<file path="src/rtl/alu_defs.sv">
// Shared definitions for the bit-serial SUB/SBB/CMP engine: FSM encoding,
// 8085 PSW flag positions, and the compact flag set carried between stages.
package alu_defs;

  typedef enum logic [1:0] {
    ST_IDLE  = 2'b00,
    ST_SHIFT = 2'b01,
    ST_DONE  = 2'b10
  } state_e;

  // 8085 PSW bit positions
  localparam int PSW_S  = 7;
  localparam int PSW_Z  = 6;
  localparam int PSW_AC = 4;
  localparam int PSW_P  = 2;
  localparam int PSW_CY = 0;

  typedef struct packed {
    logic s;
    logic z;
    logic ac;
    logic p;
    logic cy;
  } flags_t;

  // Pack the flag set into PSW layout for consumers that want the byte form.
  function automatic logic [7:0] psw_byte(input flags_t f);
    logic [7:0] b;
    b         = 8'h02;
    b[PSW_S]  = f.s;
    b[PSW_Z]  = f.z;
    b[PSW_AC] = f.ac;
    b[PSW_P]  = f.p;
    b[PSW_CY] = f.cy;
    return b;
  endfunction

endpackage

</file>
<file path="src/rtl/add1b.sv">
// 1-bit full-adder cell, used as the serial bit slice of the subtract engine.
module add1b (
  input  logic a_i,
  input  logic b_i,
  input  logic c_i,
  output logic s_o,
  output logic c_o
);

  assign s_o = a_i ^ b_i ^ c_i;
  assign c_o = (a_i & b_i) | (a_i & c_i) | (b_i & c_i);

endmodule

</file>
<file path="src/rtl/alu_sub8s.sv">
// Bit-serial 8085 subtractor: R = A - B - iC, one bit per clock, LSB first,
// computed as A + ~B + ~iC through a single add1b slice.
// Optional macro ALU_SUB_AUXC_EN: keeps the bit-3 carry capture for oAC;
// when undefined oAC is tied low and the capture register is absent.
module alu_sub8s
  import alu_defs::*;
#(
  parameter int WIDTH = 8
) (
  input  logic             clk,
  input  logic             rstn,
  input  logic             iStart,
  input  logic [WIDTH-1:0] iA,
  input  logic [WIDTH-1:0] iB,
  input  logic             iC,
  output logic             oBusy,
  output logic             oDone,
  output logic [WIDTH-1:0] oR,
  output logic             oS,
  output logic             oZ,
  output logic             oAC,
  output logic             oP,
  output logic             oCY
);

  localparam int CW = $clog2(WIDTH);

  state_e           state_q;
  logic [CW-1:0]    cnt_q;
  logic [WIDTH-1:0] a_q, b_q, acc_q, r_q;
  logic             cy_q, busy_q, done_q;
  flags_t           flags_q, flags_d;
  logic             sum, cout, ac_bit;

`ifdef ALU_SUB_AUXC_EN
  logic ac_q;
  assign ac_bit = ac_q;
`else
  assign ac_bit = 1'b0;
`endif

  // Serial slice: b_q already holds ~B, cy_q was preset to ~iC.
  add1b u_bit (
    .a_i (a_q[0]),
    .b_i (b_q[0]),
    .c_i (cy_q),
    .s_o (sum),
    .c_o (cout)
  );

  // Flags of the completed difference, latched on the DONE edge.
  always_comb begin
    flags_d    = '0;
    flags_d.s  = acc_q[WIDTH-1];
    flags_d.z  = (acc_q == '0);
    flags_d.ac = ac_bit;
    flags_d.p  = ~^acc_q;
    flags_d.cy = ~cy_q;
  end

  // Control FSM and datapath; outputs all registered.
  always_ff @(posedge clk or negedge rstn) begin
    if (!rstn) begin
      state_q <= ST_IDLE;
      cnt_q   <= '0;
      a_q     <= '0;
      b_q     <= '0;
      acc_q   <= '0;
      cy_q    <= 1'b0;
      busy_q  <= 1'b0;
      done_q  <= 1'b0;
      r_q     <= '0;
      flags_q <= '0;
`ifdef ALU_SUB_AUXC_EN
      ac_q    <= 1'b0;
`endif
    end else begin
      done_q <= 1'b0;
      case (state_q)
        ST_IDLE: begin
          if (iStart) begin
            a_q     <= iA;
            b_q     <= ~iB;
            cy_q    <= ~iC;
            cnt_q   <= '0;
            busy_q  <= 1'b1;
            state_q <= ST_SHIFT;
          end
        end
        ST_SHIFT: begin
          a_q   <= a_q >> 1;
          b_q   <= b_q >> 1;
          acc_q <= {sum, acc_q[WIDTH-1:1]};
          cy_q  <= cout;
          cnt_q <= cnt_q + 1'b1;
`ifdef ALU_SUB_AUXC_EN
          if (cnt_q == CW'(3)) ac_q <= cout;
`endif
          if (cnt_q == CW'(WIDTH-1)) begin
            busy_q  <= 1'b0;
            state_q <= ST_DONE;
          end
        end
        ST_DONE: begin
          done_q  <= 1'b1;
          r_q     <= acc_q;
          flags_q <= flags_d;
          // Back-to-back accept with no IDLE gap.
          if (iStart) begin
            a_q     <= iA;
            b_q     <= ~iB;
            cy_q    <= ~iC;
            cnt_q   <= '0;
            busy_q  <= 1'b1;
            state_q <= ST_SHIFT;
          end else begin
            state_q <= ST_IDLE;
          end
        end
        default: begin
          busy_q  <= 1'b0;
          state_q <= ST_IDLE;
        end
      endcase
    end
  end

  assign oBusy = busy_q;
  assign oDone = done_q;
  assign oR    = r_q;
  assign oS    = flags_q.s;
  assign oZ    = flags_q.z;
  assign oAC   = flags_q.ac;
  assign oP    = flags_q.p;
  assign oCY   = flags_q.cy;

endmodule

</file>
<file path="config.mk">
export PLATFORM = sky130hd
export DESIGN_NAME = alu_sub8s
export DESIGN_NICKNAME = d
export VERILOG_FILES = /design/src/rtl/alu_defs.sv /design/src/rtl/add1b.sv /design/src/rtl/alu_sub8s.sv
export SDC_FILE = /design/constraint.sdc
export NUM_CORES = 1
export LEC_CHECK = 0
export CORE_MARGIN = 2
export CORE_UTILIZATION = 52
export DETAILED_ROUTE_END_ITERATION = 10
export PLACE_DENSITY = 0.79
export SLEW_MARGIN = 20
export SYNTH_ARGS = -nofsm -noshare
export SYNTH_HDL_FRONTEND = slang
export SYNTH_SLANG_ARGS = --single-unit
</file>
<file path="constraint.sdc">
create_clock -name clk -period 1.9 [get_ports clk]
set_input_delay 0.19 -clock clk [delete_from_list [all_inputs] [get_ports clk]]
set_output_delay 0.19 -clock clk [all_outputs]
set_load 0.01 [all_outputs]
</file>
==> impl_metrics.json <==
{
  "critPathSlowestCell": "dfrtp_1",
  "peakVddDrop_v": 0.00104,
  "avgSynthCellArea_um2": 10.6,
  "synth_common_cells": "43 x dfrtp_1, 23 x o21ai_0, 21 x nand2_1",
  "cts_tree": "yes",
  "syn_nets": 218,
  "wl_per_cell_um": 12.3,
  "die_area_mm2": 0.00442,
  "clk_pin_slew_ns": 0.08,
  "core_area_mm2": 0.00372,
  "grt-ovfl-total": 0,
  "netlist.area_leader.share": 0.530,
  "synth.largest_area_cell": "dfrtp_1",
  "yosys.area_share.simple": 0.120,
  "final_antenna_net_count": 0,
  "status": "completed",
  "hold_viol_final": 0,
  "pwr-share-comb": 0.503,
  "worstSetupEndpointType": "register",
  "synth_most_common_cell": "dfrtp_1",
  "dr.pass1.iters": 4,
  "n_antenna_cell": 0,
  "synthAdderAreaFrac": 0.0469,
  "port_buffers": 33,
  "crit_buf_inv": 1,
  "gp_congestion": 0.729,
  "path_delay_family": "simple AND/OR/NAND/NOR gates",
  "finalPower_mw": 4.19,
  "required_ns": 2.09,
  "grt_pass1_vias": 1338,
  "synthMuxAreaShare": 0.0450,
  "yosys_warnings": 0,
  "internal-power_mw": 2.60,
  "clock_power_share": 0.130,
  "setup_violations": 0,
  "ys_seq_area_frac": 0.530,
  "grt_max_degree": 24,
  "area_growth_pct": 23.2,
  "rows": 22,
  "clk_latency_ns": 0.30,
  "p_switching_mw": 1.58,
  "dp_hpwl_mm": 2.41,
  "clock_skew_ns": 0.0108,
  "start_util": 0.546,
  "finalCritPeriodShare": 0.736,
  "arrival_ns": 1.58,
  "rsz0062_at_grt": "no",
  "p_leak_nw": 1.10,
  "synth_top_family_by_area": "compound AO/OA/AOI/OAI gates",
  "die_w_um": 66.5,
  "vias_per_cell": 5.15,
  "ctsRootBufferMaster": "clkbuf_8",
  "drv_cap": 0,
  "drt_iter0_markers": 123,
  "stdcell_count": 274,
  "critical_path.max_fanout": 15,
  "grt_pass1_wl_mm": 6.02,
  "cp_cell_sequence": "nor2b_2 > or2_1 > buf_12 > a21oi_1",
  "finalCriticalPeriod_ns": 1.40,
  "remaining_drc_errors": 0,
  "dp_cells": 265,
  "die_height_um": 66.5,
  "synth_seq_cells": 43,
  "max_freq_mhz": 715,
  "drive_gt1_frac": 0.119,
  "nets": 252,
  "numCtsBuffers": 5,
  "synth_area_mm2": 0.00203,
  "synth_cell_types": 29,
  "drv_slew": 0,
  "cts_max_level": 2,
  "antenna_found_initial": 0,
  "clkSinkCount": 43,
  "swShare": 0.378,
  "worst_hold_slack_ns": 0.380,
  "setup_tns_ns": 0,
  "grt_use_total": 0.186,
  "synth-xor-area-share": 0.0129,
  "ys_top_cells_by_area": "dfrtp_1 53%, a21oi_4 8.0%, o21ai_0 5.7%, mux2i_1 3.9%, nand2_1 3.9%",
  "cts_buffer_depth": 2,
  "route.vias.total": 1412,
  "pwr-share-seq": 0.367,
  "async_flop_share": 1.00,
  "p_per_area_mw_per_mm2": 1670,
  "synth_cells": 191,
  "num_io_pins": 35,
  "slowest_delay_ns": 0.45,
  "synth_edf_count": 0,
  "synth_compound_area_frac": 0.181,
  "wl_mm": 3.37,
  "crit_type": "reg -> reg",
  "startpoint_type": "register",
  "num-fill-cells": 310,
  "hold_class": "in -> async",
  "ys.flop_type": "dfrtp_1",
  "post_cts_buffers": 0
}
per-layer routing:
layer / share of wire / global-route usage / vias up
li1: - / - / 709
met1: 0.47 / 0.243 / 664
met2: 0.46 / 0.286 / 33
met3: 0.043 / 0.0405 / 6
met4: 0.021 / 0.107 / 0
met5: 0 / 0 / -
placed cells by master (no fill, tap or decap), drive strengths merged, types with 2 or more instances in the layout:
cell,Yosys,layout
a22o,2,2
xnor2,2,2
nor2b,2,2
o21ai,23,23
buf,10,9
clkbuf,5,7
mux2i,8,8
nand3,2,2
clkdlybuf4s50,0,32
a21oi,23,23
dfrtp,43,43
nor2,11,11
nor3,15,15
inv,9,9
nand2,21,21
ha,6,6
logic make-up (layout without fill, tap and decap cells):
| family | after synthesis | after routing |
|---|---|---|
| multiplexers | 9 | 9 |
| adder cells (fa/ha/maj) | 7 | 7 |
| XOR/XNOR | 3 | 3 |
| other | 1 | 1 |
| buffers and inverters | 24 | 59 |
| AND/OR/NAND/NOR | 55 | 55 |
| AO/OA/AOI/OAI | 49 | 49 |
| flip-flops | 43 | 43 |
stage by stage:
stage | cell area [um2] | setup WS (ns) | utilization
4_1_cts | 2500 | 0.492 | 0.673
3_5_place_dp | 2410 | 0.301 | 0.648
6_report | 2500 | 0.501 | 0.673
2_1_floorplan | 2030 | 0.559 | -
3_3_place_gp | 2410 | 0.348 | 0.648
5_1_grt | 2500 | 0.400 | 0.673
power by group through the flow:
stage / Clock (mW) / Sequential (mW) / Combinational, mW
CTS: 0.564 / 1.54 / 2.14
floorplan: 0 / 1.56 / 1.57
finish: 0.546 / 1.54 / 2.11
global placement: 0 / 1.55 / 2.04
global route: 0.595 / 1.59 / 2.37
detailed placement: 0 / 1.56 / 2.11
state kept, by name (all words and copies together) (netlist names):
name / flops
cy_q: 1
oP: 1
oCY: 1
cnt_q: 3
oZ: 1
a_q: 8
b_q: 8
oBusy: 1
oDone: 1
acc_q: 8
oR: 8
state_q: 2
cell type report:
class / count / area (um2) / share of cell area
Tap cell: 48 / 60.1 / 0.0240
Timing Repair Buffer: 42 / 420 / 0.168
Sequential cell: 43 / 1080 / 0.430
Multi-Input combinational cell: 124 / 830 / 0.332
Inverter: 9 / 33.8 / 0.0135
Clock inverter: 1 / 5.00 / 0.00200
Clock buffer: 7 / 76.3 / 0.0305
repair_timing:
| item | 4_1_cts | 5_1_grt |
|---|---|---|
| endpoints found under the setup margin | 0 | 0 |
| hold buffers | 1 | 0 |
| gates resized for setup | 0 | 0 |
| hold endpoints to repair | 20 | 0 |
final timing paths:
check                            from  endpoint  slack [ns]  depth (start not counted)
max                        state_q[1]    a_q[6]        0.50                          4
min                              rstn  acc_q[3]        0.38                          2
max reg2reg                state_q[1]    a_q[6]        0.50                          4
min reg2reg                  acc_q[1]  acc_q[0]        0.47                          2
max in group asynchronous        rstn    b_q[7]        1.04                          3
min in group clk             acc_q[1]  acc_q[0]        0.47                          2
Power figures use the tool's default switching activity.
==> edit, RTL diff (config.mk and constraints unchanged) <==
Change the parameter `WIDTH` from 8 to 32.
--- a/src/rtl/alu_sub8s.sv
+++ b/src/rtl/alu_sub8s.sv
@@ -6,5 +6,5 @@
   import alu_defs::*;
 #(
-  parameter int WIDTH = 8
+  parameter int WIDTH = 32
 ) (
   input  logic             clk,
Ports: changed (resized iA, iB and oR); port bits go from 35 to 107. The function was not compared with the original's and may differ.
==> edit against the original RTL <==
The flow now finishes with violations (DRC); synthesized area increased to 3.1 times the old value; wire length increased to 3.6 times the old value; sequential cell count increased by 98; die area increased to 2.9 times the old value; worst setup slack got worse by 0.27 ns; design area increased to 3.2 times the old value; total power increased to 3.3 times the old value; sequential power increased to 3.1 times the old value; largest cell class unchanged.
==> edit: results (changes against the original RTL) <==
Status = finished with violations (was finished, final reports clean)
Violated checks = DRC
DRC viols = 5 (was 0)
Placed instance count = 858 (was 265)
Via Count = 4634 (was 1412)
Drt initial violations = 351 (was 123)
Complex-gate fraction of the synthesized area = 14.07% (was 18.13%)
Post-synthesis adder-cell area fraction = 3.957% (was 4.686%)
Mapped Cells = 639 (was 191)
Pre-CTS WS = 0.2369 ns (was 0.3008 ns)
Iteration count of the initial detailed-routing pass = 8 (was 4)
Cells taking the most area after synthesis = dfrtp_1 57%, o21ai_0 7.2%, nand2_1 6.2% (was dfrtp_1 53%, a21oi_4 8.0%, o21ai_0 5.7%)
Share of cells above drive strength 1 = 6.684% (was 11.95%)
Worst-skew pair later-pin latency = 0.41 ns (was 0.30 ns)
Post-synthesis xor/xnor area fraction = 2.120% (was 1.295%)
Clock tree root driver cell = clkbuf_16 (was clkbuf_8)
Gp weighted congestion = 0.8254 (was 0.7287)
VDD IR-drop max = 894.8 µV (was 1036 µV)
TritonCTS Buffers = 17 (was 5)
Crit Path Max Fanout = 3 (was 15)
Sequential share of the synthesized area = 56.94% (was 53.02%)
Clock Skew = 0.009915 ns (was 0.01081 ns)
Final HPWL DP = 8488 µm (was 2409 µm)
Internal = 9011 µW (was 2604 µW)
Commonest cells in the netlist = 141 x dfrtp_1, 102 x nand2_1, 89 x o21ai_0 (was 43 x dfrtp_1, 23 x o21ai_0, 21 x nand2_1)
Nets = 822 (was 252)
Worst Path Required = 2.19 ns (was 2.09 ns)
edit: timing repair:
| action | 4_1_cts | 5_1_grt |
|---|---|---|
| hold buffers | 1 | 0 |
| endpoints found under the setup margin | 0 | 0 |
| hold endpoints to repair | 56 | 0 |
| buffers inserted | 0 | 0 |
edit: power by group through the flow:
stage	registers, µW	logic, µW	clock network (µW)
after floorplan	4700	4070	0
after global placement	4820	4950	0
after detailed placement	4880	5200	0
after CTS	4850	5250	3630
after global routing	4990	5890	3780
final	4840	5200	3590
edit: critical path: stages (launching register included):
cell,delay [ns]
dfrtp_1,0.35
inv_1,0.07
ha_1,0.31
xnor2_1,0.28
xnor2_1,0.17
xnor2_1,0.16
xnor2_1,0.14
o21ai_1,0.07
edit: layer usage:
layer	global-route usage [%]	part of all wire, %	vias up
li1	-	-	2314
met1	26.36	44	2196
met2	34.01	50	113
met3	6.588	4.9	11
met4	5.935	0.93	0
met5	0	0	-
edit: final cells by class:
type / count / area (µm²)
Sequential cell: 141 / 3532
Fill cell: 894 / 3496
Multi-Input combinational cell: 423 / 2322
Timing Repair Buffer: 119 / 1222
Clock buffer: 21 / 450.4
Clock inverter: 11 / 190.2
Tap cell: 143 / 178.9
Inverter: 33 / 123.9
edit: path summary, 6_finish.rpt:
check                          start   endpoint  slack (ns)  cells after the start
min in group clk              iB[31]    b_q[31]        0.39                      2
max                        acc_q[10]         oP        0.23                      7
min reg2reg                acc_q[12]  acc_q[11]        0.48                      2
max reg2reg                acc_q[10]         oP        0.23                      7
min                             rstn     oR[13]        0.32                      2
max in group asynchronous       rstn  acc_q[20]        0.94                      3
